--- config.mk ---
export PLATFORM = sky130hd
export DESIGN_NAME = voltage_bcd_convert
export DESIGN_NICKNAME = d
export VERILOG_FILES = /design/src/rtl/voltage_disp_pkg.sv /design/src/rtl/bcd_add3.sv /design/src/rtl/voltage_bcd_convert.sv
export SDC_FILE = /design/constraint.sdc
export NUM_CORES = 1
export LEC_CHECK = 0
export CAP_MARGIN = 20
export CORE_AREA = 2 2 91 93
export DETAILED_ROUTE_END_ITERATION = 10
export DIE_AREA = 0 0 93 95
export GPL_TIMING_DRIVEN = 0
export PLACE_DENSITY = 0.81
export SLEW_MARGIN = 20
export SYNTH_ARGS = -nofsm -noshare
export SYNTH_HDL_FRONTEND = slang
export SYNTH_HIERARCHICAL = 1
export SYNTH_SLANG_ARGS = --single-unit
--- constraint.sdc ---
create_clock -name clk -period 1.7 [get_ports clk]
set_input_delay 0.17 -clock clk [delete_from_list [all_inputs] [get_ports clk]]
set_output_delay 0.17 -clock clk [all_outputs]
set_load 0.01 [all_outputs]
--- src/rtl/voltage_disp_pkg.sv ---
// Shared definitions for the voltage display path: FSM encoding, default
// geometry of the BCD converter and the iteration counter width helper.
package voltage_disp_pkg;

    typedef enum logic [1:0] {
        StIdle  = 2'd0,
        StShift = 2'd1,
        StDone  = 2'd2
    } conv_state_e;

    localparam int unsigned IN_W_DEF    = 16;
    localparam int unsigned DIGITS_DEF  = 4;
    localparam int unsigned MAX_VAL_DEF = 9999;
    localparam int unsigned DP_POS_DEF  = 2;

    // Width of a counter that has to reach n-1 (never narrower than 1 bit).
    function automatic int unsigned iter_width(input int unsigned n);
        return (n > 1) ? $clog2(n) : 1;
    endfunction

endpackage

--- src/rtl/bcd_add3.sv ---
// Double-dabble correction for one BCD nibble: add 3 when the digit is >= 5
// so that the following left shift carries correctly into the next digit.
module bcd_add3 (
    input  logic [3:0] din,
    output logic [3:0] dout
);

    // Conditional add-3 correction.
    always_comb begin
        dout = din;
        if (din >= 4'd5) begin
            dout = din + 4'd3;
        end
    end

endmodule

--- src/rtl/voltage_bcd_convert.sv ---
// Converts the calibrated voltage word (volts x100) to packed BCD digits with
// a sequential double-dabble loop, and derives the leading-zero blank mask and
// decimal-point mask for the seven-segment scan driver. A single pending slot
// catches a strobe that arrives while a conversion is in flight.
module voltage_bcd_convert
    import voltage_disp_pkg::*;
#(
    parameter int unsigned IN_W    = IN_W_DEF,
    parameter int unsigned DIGITS  = DIGITS_DEF,
    parameter int unsigned MAX_VAL = MAX_VAL_DEF,
    parameter int unsigned DP_POS  = DP_POS_DEF
) (
    input  logic                  clk,
    input  logic                  rst_n,
    input  logic [IN_W-1:0]       voltage,
    input  logic                  voltage_valid,
    output logic [4*DIGITS-1:0]   bcd,
    output logic [DIGITS-1:0]     blank,
    output logic [DIGITS-1:0]     dp_mask,
    output logic                  overrange,
    output logic                  bcd_valid,
    output logic                  busy
);

    localparam int unsigned BCD_W  = 4 * DIGITS;
    localparam int unsigned SR_W   = BCD_W + IN_W;
    localparam int unsigned ITER_W = iter_width(IN_W);

    localparam logic [IN_W-1:0]   MAX_V     = IN_W'(MAX_VAL);
    localparam logic [ITER_W-1:0] LAST_ITER = ITER_W'(IN_W - 1);
    localparam logic [DIGITS-1:0] DP_MASK   = DIGITS'(1 << DP_POS);
    // Digits above the decimal point start out blanked (display shows "0.00").
    localparam logic [DIGITS-1:0] BLANK_RST = ~DIGITS'((1 << (DP_POS + 1)) - 1);

    conv_state_e          state_q, state_d;
    logic [SR_W-1:0]      sr_q, sr_d;
    logic [ITER_W-1:0]    iter_q, iter_d;
    logic [IN_W-1:0]      pend_q, pend_d;
    logic                 pend_flag_q, pend_flag_d;
    logic                 ovr_q, ovr_d;
    logic [BCD_W-1:0]     bcd_q, bcd_d;
    logic [DIGITS-1:0]    blank_q, blank_d;
    logic                 overrange_q, overrange_d;
    logic                 bcd_valid_q, bcd_valid_d;

    logic [BCD_W-1:0]     adj;
    logic [SR_W-1:0]      shifted;
    logic [BCD_W-1:0]     final_bcd;
    logic [DIGITS-1:0]    blank_calc;
    logic                 load;
    logic [IN_W-1:0]      load_src;

    function automatic logic [IN_W-1:0] clamp(input logic [IN_W-1:0] v);
        return (v > MAX_V) ? MAX_V : v;
    endfunction

    // Per-digit add-3 correction ahead of every shift.
    for (genvar g = 0; g < DIGITS; g++) begin : g_add3
        bcd_add3 u_add3 (
            .din  (sr_q[IN_W + 4*g +: 4]),
            .dout (adj[4*g +: 4])
        );
    end

    assign shifted   = {adj[BCD_W-2:0], sr_q[IN_W-1:0], 1'b0};
    assign final_bcd = sr_q[SR_W-1 -: BCD_W];

    // Leading-zero suppression: only digits above the decimal point may blank.
    always_comb begin
        logic above;
        blank_calc = '0;
        above      = 1'b1;
        for (int i = int'(DIGITS) - 1; i > int'(DP_POS); i--) begin
            blank_calc[i] = above && (final_bcd[4*i +: 4] == 4'd0);
            above         = blank_calc[i];
        end
    end

    // Next-state, datapath and output-register update.
    always_comb begin
        state_d     = state_q;
        sr_d        = sr_q;
        iter_d      = iter_q;
        pend_d      = pend_q;
        pend_flag_d = pend_flag_q;
        ovr_d       = ovr_q;
        bcd_d       = bcd_q;
        blank_d     = blank_q;
        overrange_d = overrange_q;
        bcd_valid_d = 1'b0;
        load        = 1'b0;
        load_src    = voltage;

        unique case (state_q)
            StIdle: begin
                if (voltage_valid) begin
                    load    = 1'b1;
                    state_d = StShift;
                end
            end
            StShift: begin
                sr_d   = shifted;
                iter_d = iter_q + 1'b1;
                if (iter_q == LAST_ITER) begin
                    state_d = StDone;
                end
                // Newest strobe wins; an older pending value is dropped.
                if (voltage_valid) begin
                    pend_d      = voltage;
                    pend_flag_d = 1'b1;
                end
            end
            StDone: begin
                bcd_d       = final_bcd;
                blank_d     = blank_calc;
                overrange_d = ovr_q;
                bcd_valid_d = 1'b1;
                // A live strobe outranks the pending slot, which is then discarded.
                if (voltage_valid) begin
                    load        = 1'b1;
                    pend_flag_d = 1'b0;
                    state_d     = StShift;
                end else if (pend_flag_q) begin
                    load        = 1'b1;
                    load_src    = pend_q;
                    pend_flag_d = 1'b0;
                    state_d     = StShift;
                end else begin
                    state_d = StIdle;
                end
            end
            default: state_d = StIdle;
        endcase

        if (load) begin
            sr_d   = {{BCD_W{1'b0}}, clamp(load_src)};
            ovr_d  = (load_src > MAX_V);
            iter_d = '0;
        end
    end

    // State and datapath registers; reset aborts any conversion in flight.
    always_ff @(posedge clk or negedge rst_n) begin
        if (!rst_n) begin
            state_q     <= StIdle;
            sr_q        <= '0;
            iter_q      <= '0;
            pend_q      <= '0;
            pend_flag_q <= 1'b0;
            ovr_q       <= 1'b0;
            bcd_q       <= '0;
            blank_q     <= BLANK_RST;
            overrange_q <= 1'b0;
            bcd_valid_q <= 1'b0;
        end else begin
            state_q     <= state_d;
            sr_q        <= sr_d;
            iter_q      <= iter_d;
            pend_q      <= pend_d;
            pend_flag_q <= pend_flag_d;
            ovr_q       <= ovr_d;
            bcd_q       <= bcd_d;
            blank_q     <= blank_d;
            overrange_q <= overrange_d;
            bcd_valid_q <= bcd_valid_d;
        end
    end

    assign bcd       = bcd_q;
    assign blank     = blank_q;
    assign dp_mask   = DP_MASK;
    assign overrange = overrange_q;
    assign bcd_valid = bcd_valid_q;
    assign busy      = (state_q != StIdle);

endmodule

* After elaboration in Yosys (flattened, before gate mapping)
Cells that the tools add are included.
** Operators by class
- Eq/ne operators :: 6
- Reduce and logical (&&, ||, !) cells :: 8
- Shift operators :: 0
- $lt $le $gt $ge :: 5
- Muxes and demuxes :: 24
- Divide/modulo/power cells :: 0
- Multiply operators :: 0
- $add $sub $neg :: 5
- Bitwise operators :: 0
** Operator list (number)
- 16-bit two-way mux :: 4
- 32-bit two-way mux :: 2
- 4-bit two-way mux :: 5
- 4-bit by 3-bit greater-or-equal comparator with 1-bit output, second input constant :: 4
- 16-bit by 14-bit greater-than comparator with 1-bit output, second input constant :: 1
- 4-bit by 2-bit adder with 4-bit output, second input constant :: 3
- 1-bit two-way mux :: 7
- 2-bit != test, second input constant :: 3
- 2-bit one-hot mux with 3 select lines :: 1
- 2-bit AND reduction :: 3
- 2-bit nonzero test :: 3
- 4-bit by 1-bit adder with 4-bit output, second input constant :: 1
- 4-bit == test, second input constant :: 1
- 4-bit zero test :: 1
- 2-bit two-way mux :: 2
- 1-bit one-hot mux with 2 select lines :: 2
- 3-bit by 2-bit adder with 3-bit output, second input constant :: 1
- 3-bit two-way mux :: 1
- 2-bit by 1-bit == test with 1-bit output, second input constant :: 1
- 2-bit == test, second input constant :: 1
- 2-bit zero test :: 1
** Storage, ports and cells
- Bits in latches :: 0
- Logic and storage cells :: 58
- ROM bits :: 0
- Memories kept :: 0
- Bits in registers :: 75
- Memory bits (writable) :: 0
- Bits of input ports :: 19

* Depth between registers and ports, before layout
- Word-level depth :: 6
- Gate-level depth with buffers :: 7
- Mapped depth without buffers :: 7

* Hierarchy
The synthesis kept the hierarchy.
** Modules (own cells, without submodules)
- voltage_bcd_convert :: sequential area each 1878.1 µm², area each 3478.3 µm², cells each 315, times used 1
- bcd_add3 :: sequential area each 0.0 µm², area each 101.3 µm², cells each 16, times used 4

* Least setup slack after synthesis
Ideal clock, no wire load.
- Kind :: register to register
- Start :: register state_q[1]
- End :: register sr_q[0]
- Path slack :: 0.116 ns
- Library setup time :: 0.144 ns
- Arrival :: 1.440 ns
- Buffers on the path :: 1
- Stages on the path, launching flop included :: 6
- Period minus slack after synthesis :: 1.584 ns
- Path through :: dfrtp_1 and4bb_1 buf_4 nand3b_1 a211oi_2 a31oi_1
** On the way
- Longest elaborated chain between the ends :: 5
- Elaborated cells on any way between the ends :: 9
- Classes of those cells :: order compare (1); eq/ne (2); mux (4); reduce/logical (2)
** Ends and longest elaborated chain
- from (decl) :: RTL line voltage_bcd_convert.sv:35 : conv_state_e state_q, state_d;
- from (signal assigned) :: RTL line voltage_bcd_convert.sv:145 : state_q <= StIdle;
- from (signal assigned) :: RTL line voltage_bcd_convert.sv:156 : state_q <= state_d;
- 2-bit == test :: RTL line voltage_bcd_convert.sv:94 : unique case (state_q)
- 16-bit two-way mux :: RTL line voltage_bcd_convert.sv:94
- 16-bit by 14-bit greater-than comparator with 1-bit output :: RTL line voltage_bcd_convert.sv:54 : return (v > MAX_V) ? MAX_V : v;
- 16-bit two-way mux :: RTL line voltage_bcd_convert.sv:54
- 32-bit two-way mux :: RTL line voltage_bcd_convert.sv:135 : if (load) begin
- to (signal assigned) :: RTL line voltage_bcd_convert.sv:157 : sr_q <= sr_d;
- to (decl) :: RTL line voltage_bcd_convert.sv:36 : logic [SR_W-1:0] sr_q, sr_d;
Several ways; a longest one is shown, not always the timed one.
A chain may end at the register's enable or synchronous reset.

* Final worst setup path
- Start :: register pend_q[14]
- End :: register sr_q[2]
** On the way
- Longest elaborated chain between the ends :: 6
** Ends and longest elaborated chain
- from (decl) :: RTL line voltage_bcd_convert.sv:38 : logic [IN_W-1:0] pend_q, pend_d;
- from (signal assigned) :: RTL line voltage_bcd_convert.sv:159 : pend_q <= pend_d;
- 16-bit two-way mux :: RTL line voltage_bcd_convert.sv:123 : end else if (pend_flag_q) begin
- 16-bit two-way mux :: RTL line voltage_bcd_convert.sv:119 : if (voltage_valid) begin
- 16-bit two-way mux :: RTL line voltage_bcd_convert.sv:94
- 16-bit by 14-bit greater-than comparator with 1-bit output :: RTL line voltage_bcd_convert.sv:54
- 16-bit two-way mux :: RTL line voltage_bcd_convert.sv:54
- 32-bit two-way mux :: RTL line voltage_bcd_convert.sv:135
Every way passes these cells.

==> results.md <==
* Data required time of the worst path at roughly 2000 ps
* Status: finished, violations left
* CP Launch Point: pend_q[14]
* Row count at 33
* Hpwl dp at around 5.6 mm
* Worst R2R Path Depth at 5
* Root Buffer: clkbuf_8
* Clock Tree Buf Depth at 2
* Worst r2r src: pend_q[14]
* First-pass GRT wire length at between 10 and 15 mm
* Mapped Avg Cell Area at slightly above 10 µm²
* First-pass DRT Iterations at 5
* Nets@finish at 466
* Vias in the first global route at slightly below 3000
* Post-Layout Cell Count at between 500 and 600
* Max Fclk at around 0.56 GHz
* ANT cells at 0
* Clock transition at the registers of the reported paths at 80 ps
* FF-to-FF setup slack at -80 ps
* Die Y at ~95 µm
* Hold Crit Class: in -> async
* Ys Warns at 6
* Layout area overhead at 25.6%
* Total grt overflow at 0
* Final Core Density at 61.2%
* Pre-CTS WS at -470 ps
* Largest net degree at the start of global routing at 55
* Initial Utilization at approximately 50%
* # setup viols final at 8
* Type of origin of the critical path: flip-flop
* Drt initial violations at ~130
* Antenna violations before repair at 0
* Final wirelength at 8.29 mm
* Worst setup path class: reg -> reg
* Period utilization at 105%
* Area of the die at approximately 8800 µm²
* H-tree depth at 3
* P per Cell Area at approximately 1700 nW/µm²
* Core Region at approximately 7900 µm²
* Pleak at ~0.0022 µW
* Cells after synthesis at 375
* Slew HR at between 50 and 60%
* Port-buffer cells at 38
* CTS sink cnt at 75
* Synthesized cell area at around 3900 µm²
* Vias at about 3000
* RSZ-0062 raised after global routing: true
* DP Area at between 4000 and 5000 µm²
* CP endpoint kind: flip-flop
* Critical-path cell list: or4_4, nor4b_4, a211oi_4, buf_4, o211ai_1
* Crit path to: sr_q[2]
* Die Span X at between 90 and 100 µm
* Worst reg2reg endpoint: sr_q[2]
* Crit-path max FO at 3
* Least-Margin Pin Slew at about 650 ps
* Clk_skew at 10.3 ps
* Routed wire length per instance at 15.1 µm
* CP peak stage delay at 560 ps
* Gr usage total at 19.5%
* Antenna Nets Post-Route at 0
* Top Ports at 46
* Placed cell count at approximately 520
* Worst setup margin at -79.1 ps
* Residual DRC at 0
* Period minus WS final at between 1500 and 2000 ps
* Max Cap Viol at 0
* Filler cell count in the final layout at between 600 and 700
* CTS tree: yes
* Routability cong. at just under 0.9
* Max VDD drop at 804 µV
* Vias per Instance at ~5.5
* Skew-Pair Late Insertion Delay at between 300 and 400 ps
* Critical path's slowest cell: or4_4
* Pins Over Slew Limit at 0
* Layout cells sized above 1 at approximately a quarter
* Worst EP arrival at about 2100 ps
* Final Hold Fails at 0
* Violated checks: negative setup slack
* Design area at roughly 5000 µm²
* CTS buffer count at 9
[area by class of cell]
cell class | instances | area, µm² | area share [%]
repair buffers | 48 | 497 | 10.2
inverters | 9 | 33.8 | 0.696
multi-input cells | 268 | 1870 | 38.5
clock buffers | 11 | 141 | 2.91
well taps | 105 | 131 | 2.71
clock inverters | 5 | 100 | 2.06
plain buffers | 27 | 205 | 4.23
flip-flops and latches | 75 | 1880 | 38.7
[critical path: cells and delay by family (launching register included)]
family / cells / cell delay, ps
buf+inv: 1 / 160
simple gates: 2 / 890
compound gates: 2 / 240
flops: 1 / 400
[power breakdown]
part / internal, µW / total, µW / switching [µW]
Combinational: 1710 / 3420 / 1710
Clock: 1010 / 1660 / 647
Sequential: 2520 / 3110 / 590
Total: 5240 / 8180 / 2950
[repair_timing]
action / CTS / global route
endpoints found under the hold margin: 21 / 0
hold buffers: 1 / 0
gates resized for setup: 12 / 22
pin swaps: 6 / 5
gates cloned: 0 / 2
buffers inserted: 4 / 2
endpoints found under the setup margin: 50 / 25
[registers in the layout (all words and copies together) (netlist names)]
signal	count
state_q	2
pend_q	16
pend_flag_q	1
bcd_valid	1
overrange	1
ovr_q	1
bcd	16
iter_q	4
blank	1
sr_q	32
[placed cells by master, fill, tap and decap left out, drive strengths merged, types with 2 or more instances in the layout]
| cell type | count |
|---|---|
| a211oi | 3 |
| a21oi | 12 |
| a2bb2oi | 4 |
| a31oi | 2 |
| a32oi | 2 |
| buf | 26 |
| bufinv | 3 |
| clkbuf | 22 |
| clkdlybuf4s50 | 35 |
| clkinv | 2 |
| conb | 7 |
| dfrtp | 74 |
| ha | 9 |
| inv | 9 |
| mux2 | 39 |
| mux2i | 7 |
| nand2 | 75 |
| nand2b | 14 |
| nand3 | 3 |
| nand4 | 3 |
| nor2 | 11 |
| nor2b | 4 |
| nor4 | 3 |
| o211ai | 8 |
| o21ai | 34 |
| o22a | 5 |
| o22ai | 2 |
| o32ai | 5 |
| or2 | 2 |
| or4 | 3 |
| xnor2 | 4 |
| xor2 | 2 |
[through the flow]
| stage | total power, µW | hold slack, ps | TNS (ps) |
|---|---|---|---|
| 2_1_floorplan | 5310 | -126 | 0 |
| 3_3_place_gp | 6150 | 465 | -161270 |
| 3_5_place_dp | 6360 | 82.1 | -9260 |
| 4_1_cts | 8110 | 245 | -57.1 |
| 5_1_grt | 8780 | 250 | -1190 |
| 6_report | 8180 | 242 | -397 |
[worst min path at each step]
stage / cells past startpoint / end / slack, ps
2_1_floorplan: 0 / bcd[0] / -130
3_3_place_gp: 2 / blank[3] / 460
6_report: 2 / bcd[0] / 240
4_1_cts: 2 / bcd[0] / 240
5_1_grt: 2 / bcd[0] / 250
3_5_place_dp: 1 / bcd[0] / 80
[routing by layer]
metal | share of wire [%] | wire length [µm] | global-route usage, %
met2 | 51 | 4210 | 34.5
met1 | 42 | 3470 | 23.5
met5 | 0 | 0 | 0
met3 | 4.9 | 404 | 5.11
met4 | 2.5 | 205 | 5.64
(Power assumes the default switching activity.)
